`src/rtl/bus_rr_arb_if.sv`:
```
// Host/device bus bundle for the round-robin system bus arbiter.
// The arbiter connects through the slave modport. The hosts and devices it serves
// (or a testbench standing in for them) connect through the master modport.
interface bus_rr_arb_if #(
    parameter int unsigned NrHosts      = 2,
    parameter int unsigned NrDevices    = 3,
    parameter int unsigned DataWidth    = 32,
    parameter int unsigned AddressWidth = 32
);
    // Host side
    logic [NrHosts-1:0]       host_req;
    logic [NrHosts-1:0]       host_gnt;
    logic [AddressWidth-1:0]  host_addr   [NrHosts];
    logic [NrHosts-1:0]       host_we;
    logic [DataWidth/8-1:0]   host_be     [NrHosts];
    logic [DataWidth-1:0]     host_wdata  [NrHosts];
    logic [NrHosts-1:0]       host_rvalid;
    logic [DataWidth-1:0]     host_rdata  [NrHosts];
    logic [NrHosts-1:0]       host_err;

    // Device side
    logic [NrDevices-1:0]     device_req;
    logic [AddressWidth-1:0]  device_addr   [NrDevices];
    logic [NrDevices-1:0]     device_we;
    logic [DataWidth/8-1:0]   device_be     [NrDevices];
    logic [DataWidth-1:0]     device_wdata  [NrDevices];
    logic [NrDevices-1:0]     device_rvalid;
    logic [DataWidth-1:0]     device_rdata  [NrDevices];
    logic [NrDevices-1:0]     device_err;

    // Arbiter view
    modport slave (
        input  host_req, host_addr, host_we, host_be, host_wdata,
        output host_gnt, host_rvalid, host_rdata, host_err,
        output device_req, device_addr, device_we, device_be, device_wdata,
        input  device_rvalid, device_rdata, device_err
    );

    // Host/device view
    modport master (
        output host_req, host_addr, host_we, host_be, host_wdata,
        input  host_gnt, host_rvalid, host_rdata, host_err,
        input  device_req, device_addr, device_we, device_be, device_wdata,
        output device_rvalid, device_rdata, device_err
    );
endinterface

```
`src/rtl/bus_rr_arb.sv`:
```
// Round-robin multi-host system bus.
// One outstanding transaction at a time. The grant and the response are both
// combinational, so that 1-cycle devices reach one transaction per clock.
// Unmapped addresses and devices that stay silent past TimeoutCycles both
// return an error response.
module bus_rr_arb #(
    parameter int unsigned NrHosts       = 2,
    parameter int unsigned NrDevices     = 3,
    parameter int unsigned DataWidth     = 32,
    parameter int unsigned AddressWidth  = 32,
    parameter int unsigned TimeoutCycles = 16
) (
    input  logic                    clk_i,
    input  logic                    rst_ni,
    bus_rr_arb_if.slave             bus,
    input  logic [AddressWidth-1:0] cfg_device_addr_base [NrDevices],
    input  logic [AddressWidth-1:0] cfg_device_addr_mask [NrDevices]
);

    localparam int unsigned HostIdxW = (NrHosts > 1) ? $clog2(NrHosts) : 1;
    localparam int unsigned DevIdxW  = (NrDevices > 1) ? $clog2(NrDevices) : 1;
    localparam int unsigned CntW     = (TimeoutCycles > 1) ? $clog2(TimeoutCycles) : 1;
    localparam logic [CntW-1:0] TimeoutLast =
        CntW'((TimeoutCycles == 32'd0) ? 32'd0 : TimeoutCycles - 32'd1);
    localparam logic TimeoutOn = (TimeoutCycles != 32'd0);

    typedef enum logic [1:0] {
        StIdle = 2'd0,
        StWait = 2'd1,
        StErr  = 2'd2
    } state_e;

    state_e              state_q;
    logic [HostIdxW-1:0] rr_ptr_q;
    logic [HostIdxW-1:0] host_sel_q;
    logic [DevIdxW-1:0]  dev_sel_q;
    logic [CntW-1:0]     cnt_q;

    logic [HostIdxW-1:0]     win_s;
    logic                    any_req_s;
    logic [AddressWidth-1:0] sel_addr_s;
    logic                    sel_we_s;
    logic [DataWidth/8-1:0]  sel_be_s;
    logic [DataWidth-1:0]    sel_wdata_s;
    logic                    dev_hit_s;
    logic [DevIdxW-1:0]      dev_idx_s;
    logic                    sel_rvalid_s;
    logic                    rsp_ok_s;
    logic                    timeout_s;
    logic                    rsp_fault_s;
    logic                    accept_s;
    logic                    gnt_s;
    state_e                  launch_state_s;

    // Round-robin search: first requester after the last granted host, wrapping.
    always_comb begin
        int unsigned idx;
        logic        found;
        idx       = 0;
        found     = 1'b0;
        win_s     = '0;
        any_req_s = 1'b0;
        for (int unsigned off = 1; off <= NrHosts; off++) begin
            idx       = (32'(rr_ptr_q) + off) % NrHosts;
            found     = bus.host_req[HostIdxW'(idx)] & ~any_req_s;
            win_s     = found ? HostIdxW'(idx) : win_s;
            any_req_s = any_req_s | found;
        end
    end

    // Select the winning host's request fields.
    always_comb begin
        sel_addr_s  = bus.host_addr[win_s];
        sel_we_s    = bus.host_we[win_s];
        sel_be_s    = bus.host_be[win_s];
        sel_wdata_s = bus.host_wdata[win_s];
    end

    // Address decode. The loop scans downwards so that the lowest hitting index is kept.
    always_comb begin
        logic hit;
        hit       = 1'b0;
        dev_hit_s = 1'b0;
        dev_idx_s = '0;
        for (int d = NrDevices - 1; d >= 0; d--) begin
            hit = ((sel_addr_s & cfg_device_addr_mask[DevIdxW'(d)]) ==
                   (cfg_device_addr_base[DevIdxW'(d)] & cfg_device_addr_mask[DevIdxW'(d)]));
            dev_idx_s = hit ? DevIdxW'(d) : dev_idx_s;
            dev_hit_s = dev_hit_s | hit;
        end
    end

    // Response completion. A grant is only possible when the FSM can take a new request.
    always_comb begin
        sel_rvalid_s   = bus.device_rvalid[dev_sel_q];
        rsp_ok_s       = (state_q == StWait) && sel_rvalid_s;
        timeout_s      = (state_q == StWait) && !sel_rvalid_s && TimeoutOn &&
                         (cnt_q == TimeoutLast);
        rsp_fault_s    = timeout_s || (state_q == StErr);
        accept_s       = rst_ni && ((state_q == StIdle) || rsp_ok_s || (state_q == StErr));
        gnt_s          = accept_s && any_req_s;
        launch_state_s = dev_hit_s ? StWait : StErr;
    end

    // Host-side grant and response outputs. Only the latched host ever sees rvalid.
    always_comb begin
        logic rv;
        rv = 1'b0;
        for (int unsigned h = 0; h < NrHosts; h++) begin
            rv = (rsp_ok_s || rsp_fault_s) && (host_sel_q == HostIdxW'(h));
            bus.host_gnt[HostIdxW'(h)]    = gnt_s && (win_s == HostIdxW'(h));
            bus.host_rvalid[HostIdxW'(h)] = rv;
            bus.host_err[HostIdxW'(h)]    = rv && (rsp_ok_s ? bus.device_err[dev_sel_q] : 1'b1);
            bus.host_rdata[HostIdxW'(h)]  = (rv && rsp_ok_s) ? bus.device_rdata[dev_sel_q]
                                                             : {DataWidth{1'b0}};
        end
    end

    // Device-side outputs. Request fields go to every device, but only the decoded one sees req.
    always_comb begin
        for (int unsigned d = 0; d < NrDevices; d++) begin
            bus.device_req[DevIdxW'(d)]   = gnt_s && dev_hit_s && (dev_idx_s == DevIdxW'(d));
            bus.device_addr[DevIdxW'(d)]  = sel_addr_s;
            bus.device_we[DevIdxW'(d)]    = sel_we_s;
            bus.device_be[DevIdxW'(d)]    = sel_be_s;
            bus.device_wdata[DevIdxW'(d)] = sel_wdata_s;
        end
    end

    // Transaction FSM: latch host/device on grant, then count WAIT cycles for the timeout.
    always_ff @(posedge clk_i or negedge rst_ni) begin
        if (!rst_ni) begin
            state_q    <= StIdle;
            rr_ptr_q   <= HostIdxW'(NrHosts - 1);
            host_sel_q <= '0;
            dev_sel_q  <= '0;
            cnt_q      <= '0;
        end else if (gnt_s) begin
            state_q    <= launch_state_s;
            rr_ptr_q   <= win_s;
            host_sel_q <= win_s;
            dev_sel_q  <= dev_idx_s;
            cnt_q      <= '0;
        end else begin
            case (state_q)
                StIdle: begin
                    state_q <= StIdle;
                end
                StWait: begin
                    if (rsp_ok_s || timeout_s) begin
                        state_q <= StIdle;
                        cnt_q   <= '0;
                    end else begin
                        cnt_q   <= cnt_q + CntW'(1);
                    end
                end
                StErr: begin
                    state_q <= StIdle;
                end
                default: begin
                    state_q <= StIdle;
                    cnt_q   <= '0;
                end
            endcase
        end
    end

endmodule

```
`src/flat_wrapper.sv`:
```
// flat-port wrapper written by rule: the top's interface ports become plain ports
module bus_rr_arb_flat 
#(
    parameter int unsigned NrHosts       = 2,
    parameter int unsigned NrDevices     = 3,
    parameter int unsigned DataWidth     = 32,
    parameter int unsigned AddressWidth  = 32,
    parameter int unsigned TimeoutCycles = 16
)
  (clk_i, rst_ni, cfg_device_addr_base, cfg_device_addr_mask, bus_host_req, bus_host_addr, bus_host_we, bus_host_be, bus_host_wdata, bus_host_gnt, bus_host_rvalid, bus_host_rdata, bus_host_err, bus_device_req, bus_device_addr, bus_device_we, bus_device_be, bus_device_wdata, bus_device_rvalid, bus_device_rdata, bus_device_err);
  bus_rr_arb_if #(.NrHosts(NrHosts), .NrDevices(NrDevices), .DataWidth(DataWidth), .AddressWidth(AddressWidth)) bus_i ();
  input  logic clk_i;
  input  logic rst_ni;
  input  logic [AddressWidth-1:0] cfg_device_addr_base[NrDevices];
  input  logic [AddressWidth-1:0] cfg_device_addr_mask[NrDevices];
  input wire logic [$bits(bus_i.host_req)-1:0] bus_host_req;
  input wire logic [$bits(bus_i.host_addr)-1:0] bus_host_addr;
  input wire logic [$bits(bus_i.host_we)-1:0] bus_host_we;
  input wire logic [$bits(bus_i.host_be)-1:0] bus_host_be;
  input wire logic [$bits(bus_i.host_wdata)-1:0] bus_host_wdata;
  output wire logic [$bits(bus_i.host_gnt)-1:0] bus_host_gnt;
  output wire logic [$bits(bus_i.host_rvalid)-1:0] bus_host_rvalid;
  output wire logic [$bits(bus_i.host_rdata)-1:0] bus_host_rdata;
  output wire logic [$bits(bus_i.host_err)-1:0] bus_host_err;
  output wire logic [$bits(bus_i.device_req)-1:0] bus_device_req;
  output wire logic [$bits(bus_i.device_addr)-1:0] bus_device_addr;
  output wire logic [$bits(bus_i.device_we)-1:0] bus_device_we;
  output wire logic [$bits(bus_i.device_be)-1:0] bus_device_be;
  output wire logic [$bits(bus_i.device_wdata)-1:0] bus_device_wdata;
  input wire logic [$bits(bus_i.device_rvalid)-1:0] bus_device_rvalid;
  input wire logic [$bits(bus_i.device_rdata)-1:0] bus_device_rdata;
  input wire logic [$bits(bus_i.device_err)-1:0] bus_device_err;
  assign bus_i.host_req = bus_host_req;
  assign bus_i.host_addr = {>>{bus_host_addr}};
  assign bus_i.host_we = bus_host_we;
  assign bus_i.host_be = {>>{bus_host_be}};
  assign bus_i.host_wdata = {>>{bus_host_wdata}};
  assign bus_host_gnt = bus_i.host_gnt;
  assign bus_host_rvalid = bus_i.host_rvalid;
  assign bus_host_rdata = {>>{bus_i.host_rdata}};
  assign bus_host_err = bus_i.host_err;
  assign bus_device_req = bus_i.device_req;
  assign bus_device_addr = {>>{bus_i.device_addr}};
  assign bus_device_we = bus_i.device_we;
  assign bus_device_be = {>>{bus_i.device_be}};
  assign bus_device_wdata = {>>{bus_i.device_wdata}};
  assign bus_i.device_rvalid = bus_device_rvalid;
  assign bus_i.device_rdata = {>>{bus_device_rdata}};
  assign bus_i.device_err = bus_device_err;
  bus_rr_arb #(.NrHosts(NrHosts), .NrDevices(NrDevices), .DataWidth(DataWidth), .AddressWidth(AddressWidth), .TimeoutCycles(TimeoutCycles)) u_core (.clk_i(clk_i), .rst_ni(rst_ni), .bus(bus_i), .cfg_device_addr_base(cfg_device_addr_base), .cfg_device_addr_mask(cfg_device_addr_mask));
endmodule
```
`config.mk`:
```
export PLATFORM = sky130hd
export DESIGN_NAME = bus_rr_arb_flat
export DESIGN_NICKNAME = d
export VERILOG_FILES = /design/src/rtl/bus_rr_arb_if.sv /design/src/rtl/bus_rr_arb.sv /design/src/flat_wrapper.sv
export SDC_FILE = /design/constraint.sdc
export NUM_CORES = 1
export LEC_CHECK = 0
export CORE_AREA = 2 2 281 283
export CTS_BUF_LIST = sky130_fd_sc_hd__clkbuf_4
export CTS_CLUSTER_DIAMETER = 30
export DETAILED_ROUTE_END_ITERATION = 6
export DIE_AREA = 0 0 283 285
export GPL_ROUTABILITY_DRIVEN = 0
export PLACE_DENSITY = 0.33
export RECOVER_POWER = 100
export SLEW_MARGIN = 20
export SYNTH_ARGS = -nofsm -noshare
export SYNTH_HDL_FRONTEND = slang
export SYNTH_SLANG_ARGS = --single-unit
```
`constraint.sdc`:
```
create_clock -name clk_i -period 2.1 [get_ports clk_i]
set_clock_uncertainty 0.15 [all_clocks]
set_input_delay 0.21 -clock clk_i [delete_from_list [all_inputs] [get_ports clk_i]]
set_output_delay 0.21 -clock clk_i [all_outputs]
set_load 0.02 [all_outputs]
```
==> metrics list <==
- 716 I/O pins were placed.
- FF+latch count, synth: 8
* Worst path required time: between 1.5 and 2 ns
* Final setup fails: between 200 and 250
* Share of the core filled with cells in the final layout: 0.182
* Core region area: just under 0.08 mm2
- The detailed router finished its first iteration with approximately 260 violations.
- Clock buffers created by TritonCTS: 3
* Share of Yosys cell area claimed by the top area cell type: 0.207
- After detailed placement, the total cell area comes to ~0.013 mm2.
* Area Overhead vs Synth: 177%
- Entering global routing, the biggest net connects 33 pins.
- Critical Path Sink Type: output pin
- Failing checks: negative setup slack
- TritonCTS built the clock tree.
- Maximum achievable frequency: around 0.32 GHz
- Of the available clock period, the critical path in the final layout requires 1.51.
- In this run the critical register-to-register path is captured at u_core.dev_sel_q[0].
- Along the worst path, the maximum fanout reaches 6.
* Unrepaired setup endpoints after global routing: yes
- The run finished, with violations left.
- PwrDens: 342 mW/mm2
- The floorplan step set the die width to roughly 280 um.
- Most instantiated flip-flop cell in the synthesis netlist: dfrtp_1
* Total Wirelength: 56.8 mm
* Count of synthesis-stage warnings from yosys: 0
- Post-layout net count: 1,969
* Slew at the pin closest to its max-slew limit: 0.666 ns
- After layout, the design draws a total of 4850 uW.
- Number of iterations in the first detailed-routing pass: 5
- In the synthesized netlist the async set-or-reset flop fraction comes to 1.00.
* Half-perimeter wire length after placement: ~50 mm
- Largest cells by area after synthesis: buf_4, nand2_1, mux2i_1
- The number of failing hold endpoints at the final stage came to 0.
* Clock transition at the register clock pins on the worst setup and hold paths after CTS: roughly 0.060 ns
- The count of buffers added on input and output ports is ~600.
- Global routing finished with a remaining overflow of 0.
- Flop-to-flop setup slack: -0.67 ns
* Kind of critical path: flop to output pin
- Cells on worst reg2reg path: 12
- The first global-routing pass estimated ~75 mm of wire.
* Summed instance area of the synthesized netlist: between 0.005 and 0.006 mm2
- Synthesis produced a netlist with a net count of between 1k and 1.5k.
- In the routed layout, each cell is associated on average with a via count of about 3.4.
- Final ANT Viol Nets: 0
- Clock tree root driver cell: clkbuf_4
- Final non-filler cell area: ~0.014 mm2
* Reported leakage power: just over 0.006 uW
- # DRC: 0
- Mean cell area of the mapped netlist: 6.19 um2
- Worst min-delay path category: input pin to async pin
- Shortest period the worst path allows: roughly 3.2 ns
- Share of final-layout standard cells stronger than drive strength 1: 0.429
- STA classifies the critical path startpoint as a flop.
- After layout, the worst setup slack is -1.07 ns.
* Initial Utilization: 0.0656
* Die area: between 0.08 and 0.09 mm2
- Via count of the first global-routing pass: 8,962
- Post-synthesis cell type with the largest combined area: buf_4
- In this run the core area contains around 100 standard-cell rows.
* Deepest level of the CTS H-tree: 1
* Reported max-cap violation count: 0
* Vertical die dimension: around 290 um
- Final hold analysis gives a worst-case slack of 0.325 ns.
- Sequential element share of the synthesized area: 0.0394
- Dividing the detail-routed wire length by the instance count gives around 22 um.
- Via Count: between 8k and 9k
- The worst-case IR drop observed on VDD is ~0.00013 V.
- Worst max-slew margin expressed relative to the limit: 0.555
- The clock reaches the later pin of the worst-skew pair after 0.26 ns.
* Buffers from clock root to sink, at most: 2
- Instance count of the mapped netlist: about 830
- Max-slew violation total from the final report: 0
* Antenna violations before repair: 30
- Data arrival time at the worst-slack endpoint: ~2.8 ns
* Synth unique cells: between 60 and 70
* Global-route usage over all layers: 0.131
- Source of the worst register-to-register timing path: u_core.rr_ptr_q
* Post-synth EDFFs: 0
- TritonCTS sink count: 8
Yosys cell counts (2+ instances only):
library cell and n:
nand3_1 6, nor2b_1 9, nand2_1 250, a22o_1 3, o22ai_1 15, a31oi_1 8, o221ai_1 3, a222oi_1 5
o21ai_1 3, clkbuf_1 21, nand4b_1 2, o21ai_0 23, buf_2 2, and2_1 4, a211oi_1 9, mux2_2 7
a221oi_1 5, nor3b_1 11, xor2_1 48, nor3_1 4, o2111ai_1 5, a21oi_1 6, buf_1 2, buf_6 2
and4b_1 3, inv_1 14, nand4_1 9, xnor2_1 8, a22oi_1 10, dfrtp_1 7, mux2i_1 43, buf_4 141
o22a_1 3, nor4_1 2, nand2b_1 12, nor2_1 78, and3_1 3, a32oi_1 2, nand3b_1 16
sequential cells by signal (all words and copies together), names as in the netlist:
name               cells
u_core.host_sel_q      1
u_core.state_q         1
u_core.rr_ptr_q        1
u_core.dev_sel_q       1
u_core.cnt_q           4
power breakdown:
group	internal [uW]	total, uW	switching (uW)
registers	174	191	16.8
clock network	86.0	145	58.6
logic	2260	4510	2250
metal layers:
metal / global-route usage / share of wire / vias up
li1: - / - / 4074
met1: 0.144 / 0.38 / 4093
met2: 0.256 / 0.53 / 489
met3: 0.0391 / 0.080 / 67
met4: 0.0108 / 0.012 / 30
met5: 0 / 0.0035 / -
cell usage in the layout (no fill, tap or decap), types with 6 or more instances in the layout:
master / instances
nand2_4: 45
o22ai_1: 15
buf_6: 127
clkdlybuf4s50_1: 334
o21ai_0: 18
nand3b_1: 16
clkdlybuf4s15_2: 31
a31oi_1: 8
inv_1: 14
buf_4: 266
dfrtp_1: 6
nand4_1: 9
nand2b_1: 11
buf_8: 6
nor2_1: 70
nand3_1: 6
buf_12: 18
xor2_1: 48
clkbuf_2: 39
mux2i_1: 39
xnor2_1: 7
buf_2: 29
nand2_2: 29
nor3b_1: 11
nor2b_1: 7
a21oi_1: 6
nand2_1: 175
logic make-up (layout without fill, tap and decap cells):
family          count (synthesis)  after routing  share of synthesized area
simple gates                  411            411                      0.351
buf+inv                       184            889                      0.247
compound gates                115            115                      0.164
xor+xnor                       56             56                     0.0959
mux                            50             50                     0.0996
flops                           8              8                     0.0394
fa+ha+maj                       1              1                    0.00245
other cells                     1              6                   0.000733
worst max-delay path: stages, from the launching register on:
cell and delay (ns):
dfstp_2 0.57, a21boi_4 0.10, buf_12 0.17, buf_6 0.12
mux2_4 0.30, nand3b_1 0.10, nand4_1 0.12, nor4_2 0.31
buf_4 0.16, and4b_2 0.24, buf_6 0.11, o21a_4 0.13
buf_12 0.12
per-stage QoR:
| step | cells | setup slack, ns | TNS, ns |
|---|---|---|---|
| 6_report | 2586 | -1.07 | -50.70 |
| 5_1_grt | 2582 | -1.21 | -70.17 |
| 4_1_cts | 2542 | -1.11 | -119.88 |
| 2_1_floorplan | 826 | -0.247 | -0.544 |
| 3_5_place_dp | 2524 | -2.01 | -190.93 |
| 3_3_place_gp | 2524 | -2.11 | -186.06 |
area by class of cell:
cell class | instances | area (um2)
Antenna cell | 5 | 12.5
Clock buffer | 4 | 30.0
Fill cell | 8882 | 63800
Inverter | 14 | 52.6
Multi-Input combinational cell | 634 | 4350
Sequential cell | 8 | 203
Tap cell | 1050 | 1310
Timing Repair Buffer | 871 | 8200
repair_timing:
action	in CTS	in global routing
cloned	3	3
pin swaps	13	24
hold buffers	0	0
gates resized for setup	563	786
buffers inserted	11	39
endpoints found under the setup margin	279	279
how the worst max path moves through the flow:
stage,slack [ns],cells past startpoint,from,to
2_1_floorplan,-0.25,8,u_core.rr_ptr_q,bus_device_req[1]
3_3_place_gp,-2.11,9,bus_host_addr[48],bus_device_req[1]
3_5_place_dp,-2.01,9,bus_host_addr[48],bus_device_req[1]
4_1_cts,-1.11,12,u_core.rr_ptr_q,bus_device_req[0]
5_1_grt,-1.21,11,u_core.rr_ptr_q,bus_device_req[0]
6_report,-1.07,12,u_core.rr_ptr_q,bus_device_req[0]
Power figures use the tool's default switching activity.
==> patch 1, RTL diff (same flow settings) <==
Re-encode `state_e` (3 states) as one-hot, 3 bits wide.
--- a/src/rtl/bus_rr_arb.sv
+++ b/src/rtl/bus_rr_arb.sv
@@ -26,6 +26,6 @@
 
-    typedef enum logic [1:0] {
-        StIdle = 2'd0,
-        StWait = 2'd1,
-        StErr  = 2'd2
+    typedef enum logic [2:0] {
+        StIdle = 3'b001,
+        StWait = 3'b010,
+        StErr  = 3'b100
     } state_e;
Behaviour: no difference found for any inputs over 4 cycles, from zero or initial values and one cycle with rst_ni low; so few cycles prove little.
==> patch 1 against the unedited design <==
  * The flow still finishes with violations (setup timing)
  * Routed wire length rose by 7.7%
  * Area after synthesis is 1.4% higher
  * Fmax is 3.7% lower
  * Sequential cell count up 1
  * Power is 62% higher
  * Sequential share of layout area barely moved
  * Setup slack lost 0.12 ns
  * Design area increased by 15%
==> patch 1: results (changes against the unedited design) <==
non-clk buf share=58.35% (+0.45 points); sequential area share after synthesis=4.390% (+0.45 points); top cells by area, synth=buf_4 (21%), nand2_1 (19%), xor2_1 (6.9%); antenna diode count=13 (+8); CTS Sinks=9 (+1); Setup Fix Bufs, Post-CTS=73 (+62); worst r2r path cells=15 (+3); failing checks=setup timing; status=finished, violations left; DRT iter0 DRCs=361 (+40%); Area Growth Syn to Fin=213.8%; DR pass1 iterations=4 (-1); WL final=61,110 um (+7.7%); met1 wire length=23,950 um (+11%); DP Wirelength=52,210 um (+4.0%); Min Hold Slack=0.3318 ns (+0.006558 ns); final setup TNS=-87.29 ns (-36.58 ns); measured slew at the worst slew-check pin=0.6984 ns (+0.03200 ns); Final nets=2,053 (+4.3%); grt met2 use=26.91% (+1.3 points); met2 wire len=30,860 um (+3.4%); Non-Clock Buffer Count=927 (+6.4%); Final Setup Violations=282 (+17%); Setup WS pre-CTS=-1.273 ns (+0.7359 ns); Compound-Gate Fraction of Synth Area=16.04% (-0.33 points); Layout clock area frac=0.1845% (-0.027 points); M3 GR Usage=4.392% (+0.48 points); Net Count, Synth=1,292 (+2.3%); global-route usage over all layers=14.44% (+1.3 points); multi-input gates=668 (+5.4%); FILL cells=8,654 (-2.6%); Worst Setup Slack, final=-1.188 ns (-0.1218 ns); CP max FO=13 (+7); Non-clk invs=7 (-7); antenna violations before repair=47 (+57%); pwr/cell area=482.3 nW/um2 (+41%); multi-input combinational area share=31.63% (+0.90 points); placed cell area=13,540 um2 (+4.0%); first-pass GRT wire length=81,730 um (+9.2%); mean post-synth cell area=6.067 um2 (-2.0%); root buf cell=clkbuf_4; Static Leakage=6.982 nW (+12%); post-synthesis xor/xnor area fraction=8.611% (-0.98 points); met3 wire len=4760 um (+4.4%); number of global-route vias before repair=9,880 (+10%); M1 GR Usage=16.22% (+1.8 points); Post-synth top cells=nand2_1 (267), buf_4 (142), nor2_1 (83), o21ai_0 (41), xor2_1 (41); layout cells sized above 1=50.28% (+7.4 points); adder-cell share of the synthesized area=0.2412% (-0.0035 points)
## patch 1: changes by cell type in the layout (fill, tap and decap cells not counted), sizes merged, moves of 7 or more
| cell | unedited run | this run |
|---|---|---|
| nor3 | 4 | 12 |
| nand2 | 250 | 267 |
| diode | 5 | 13 |
| nand2b | 12 | 3 |
| a211oi | 9 | 2 |
| mux2i | 43 | 35 |
| clkbuf | 50 | 7 |
| o21ai | 27 | 42 |
| inv | 14 | 7 |
| nand3b | 16 | 29 |
| clkdlybuf4s15 | 31 | 0 |
| buf | 449 | 586 |
| xor2 | 48 | 41 |
| nor3b | 11 | 19 |
## patch 1: worst max-delay path: stages (launching register included)
cell and delay [ns]:
dfstp_2 0.39, buf_6 0.12, a21boi_4 0.16, buf_12 0.16
buf_8 0.17, nor3b_1 0.06, o21ai_0 0.27, nand3_1 0.12
or3_4 0.38, or2_2 0.31, o311a_4 0.36, buf_6 0.14
==> patch 2, RTL diff (same settings) <==
Without the edit above. `DataWidth` is set to 32 in 3 places; all go to 48.
--- a/src/rtl/bus_rr_arb_if.sv
+++ b/src/rtl/bus_rr_arb_if.sv
@@ -6,3 +6,3 @@
     parameter int unsigned NrDevices    = 3,
-    parameter int unsigned DataWidth    = 32,
+    parameter int unsigned DataWidth    = 48,
     parameter int unsigned AddressWidth = 32
--- a/src/rtl/bus_rr_arb.sv
+++ b/src/rtl/bus_rr_arb.sv
@@ -8,3 +8,3 @@
     parameter int unsigned NrDevices     = 3,
-    parameter int unsigned DataWidth     = 32,
+    parameter int unsigned DataWidth     = 48,
     parameter int unsigned AddressWidth  = 32,
--- a/src/flat_wrapper.sv
+++ b/src/flat_wrapper.sv
@@ -5,3 +5,3 @@
     parameter int unsigned NrDevices     = 3,
-    parameter int unsigned DataWidth     = 32,
+    parameter int unsigned DataWidth     = 48,
     parameter int unsigned AddressWidth  = 32,
Ports: changed (6 resized); port bits go from 716 to 886. The function was not compared with the original's and may differ.
==> patch 2 against the unedited design <==
  * The run still ends with setup timing left
  * Combinational power increased by 49%
  * Setup slack worse by 0.22 ns
  * Routed wire length is 26% higher
  * Design area up 38%
  * Sequential cell count stayed put
  * Power up 45%
  * First-iteration DRC count increased by 100%
  * Area after synthesis grew 15%
  * Highest routed layer unchanged
==> patch 2: results (changes against the unedited design) <==
IO Port Bufs=770 (+25%); mux share of post-synthesis cell area=11.34% (+1.4 points); met2 wire len=35,700 um (+20%); Sw Share=46.75% (-1.3 points); M3 GR Usage=5.456% (+1.5 points); Static Leakage=8.731 nW (+40%); adder-cell share of the synthesized area=0.2119% (-0.033 points); max_slew headroom=59.39% (+3.9 points); CP Data Arrival Time=3.03 ns (+0.22 ns); post-synthesis xor/xnor area fraction=8.307% (-1.3 points); combinational share of power=95.2% (+2.1 points); sequential area share after synthesis=3.412% (-0.53 points); number of global-route vias before repair=10,400 (+16%); post-CTS sizing=601 (+6.7%); DP Wirelength=58,340 um (+16%); Final Non-Filler Cells=2,991 (+16%); placed cell area=15,310 um2 (+18%); Net Count, Synth=1,495 (+18%); Compound-Gate Fraction of Synth Area=14.18% (-2.2 points); global-route usage over all layers=15.50% (+2.3 points); Clk. pwr=0.000141 W (-3%); VDD IR max=0.1470 mV (+13%); Setup WS pre-CTS=-1.777 ns (+0.2317 ns); Worst Setup Slack, final=-1.288 ns (-0.2218 ns); antenna violations before repair=35 (+17%); top cells by area, synth=buf_4 (23%), nand2_1 (19%), mux2i_1 (10%); final setup TNS=-108.49 ns (-57.78 ns); worst r2r path cells=14 (+2); Final nets=2,452 (+25%); total CTS buffers=3 (unchanged); DR WL/cell=23.93 um (+9.0%); first-pass GRT wire length=87,350 um (+17%); Final Setup Violations=365 (+51%); met1 wire length=28,130 um (+31%); DR vias/cell=3.616 (+6.8%); Cells after DPL=2,800 (+11%); Setup Fix Bufs, Post-CTS=24 (+13); DRT iter0 DRCs=523 (+100%); Clock power frac=2.0% (-1.0 points); met3 wire len=5973 um (+31%); CP max FO=5 (-1); status=finished, violations left; FF-to-FF setup slack=-0.94 ns (-0.27 ns); M1 GR Usage=17.79% (+3.4 points); failing checks=setup timing; Post-Synthesis Cells=974 (+18%); Post-synth top cells=nand2_1 (304), buf_4 (177), nor2_1 (110), mux2i_1 (59), xor2_1 (48); layout cells sized above 1=53.32% (+10 points); cell family with most CP delay=buffers and inverters; Min Hold Slack=0.3863 ns (+0.06108 ns)
[patch 2: cell count changes in the layout (fill, tap and decap cells not counted), moves of 20 or more]
cell,change
buf_12,+20
buf_4,+31
buf_6,+231
clkbuf_2,-25
clkdlybuf4s15_2,-31
clkdlybuf4s50_1,+68
nand2_1,-39
nand2_4,+86
nor2_4,+37
[patch 2: final cells by class]
| cell class | count | area [um2] |
|---|---|---|
| multi-input combinational | 736 | 5906 |
| timing repair buffer | 1168 | 12080 |
| tap | 1050 | 1314 |
| sequential | 8 | 202.7 |
| antenna | 11 | 27.53 |
| clock buffer | 4 | 30.03 |
| inverter | 14 | 52.55 |
| fill | 8540 | 58360 |
[patch 2: cell families (layout without fill, tap and decap cells)]
family                     after synthesis  in the layout
AOI/OAI and AO/OA                      115            115
buffers and inverters                  230           1186
DFF                                      8              8
adders and majority gates                1              1
other                                    1             12
muxes                                   66             66
xor gates and xnor gates                56             56
and+or+nand+nor                        497            497
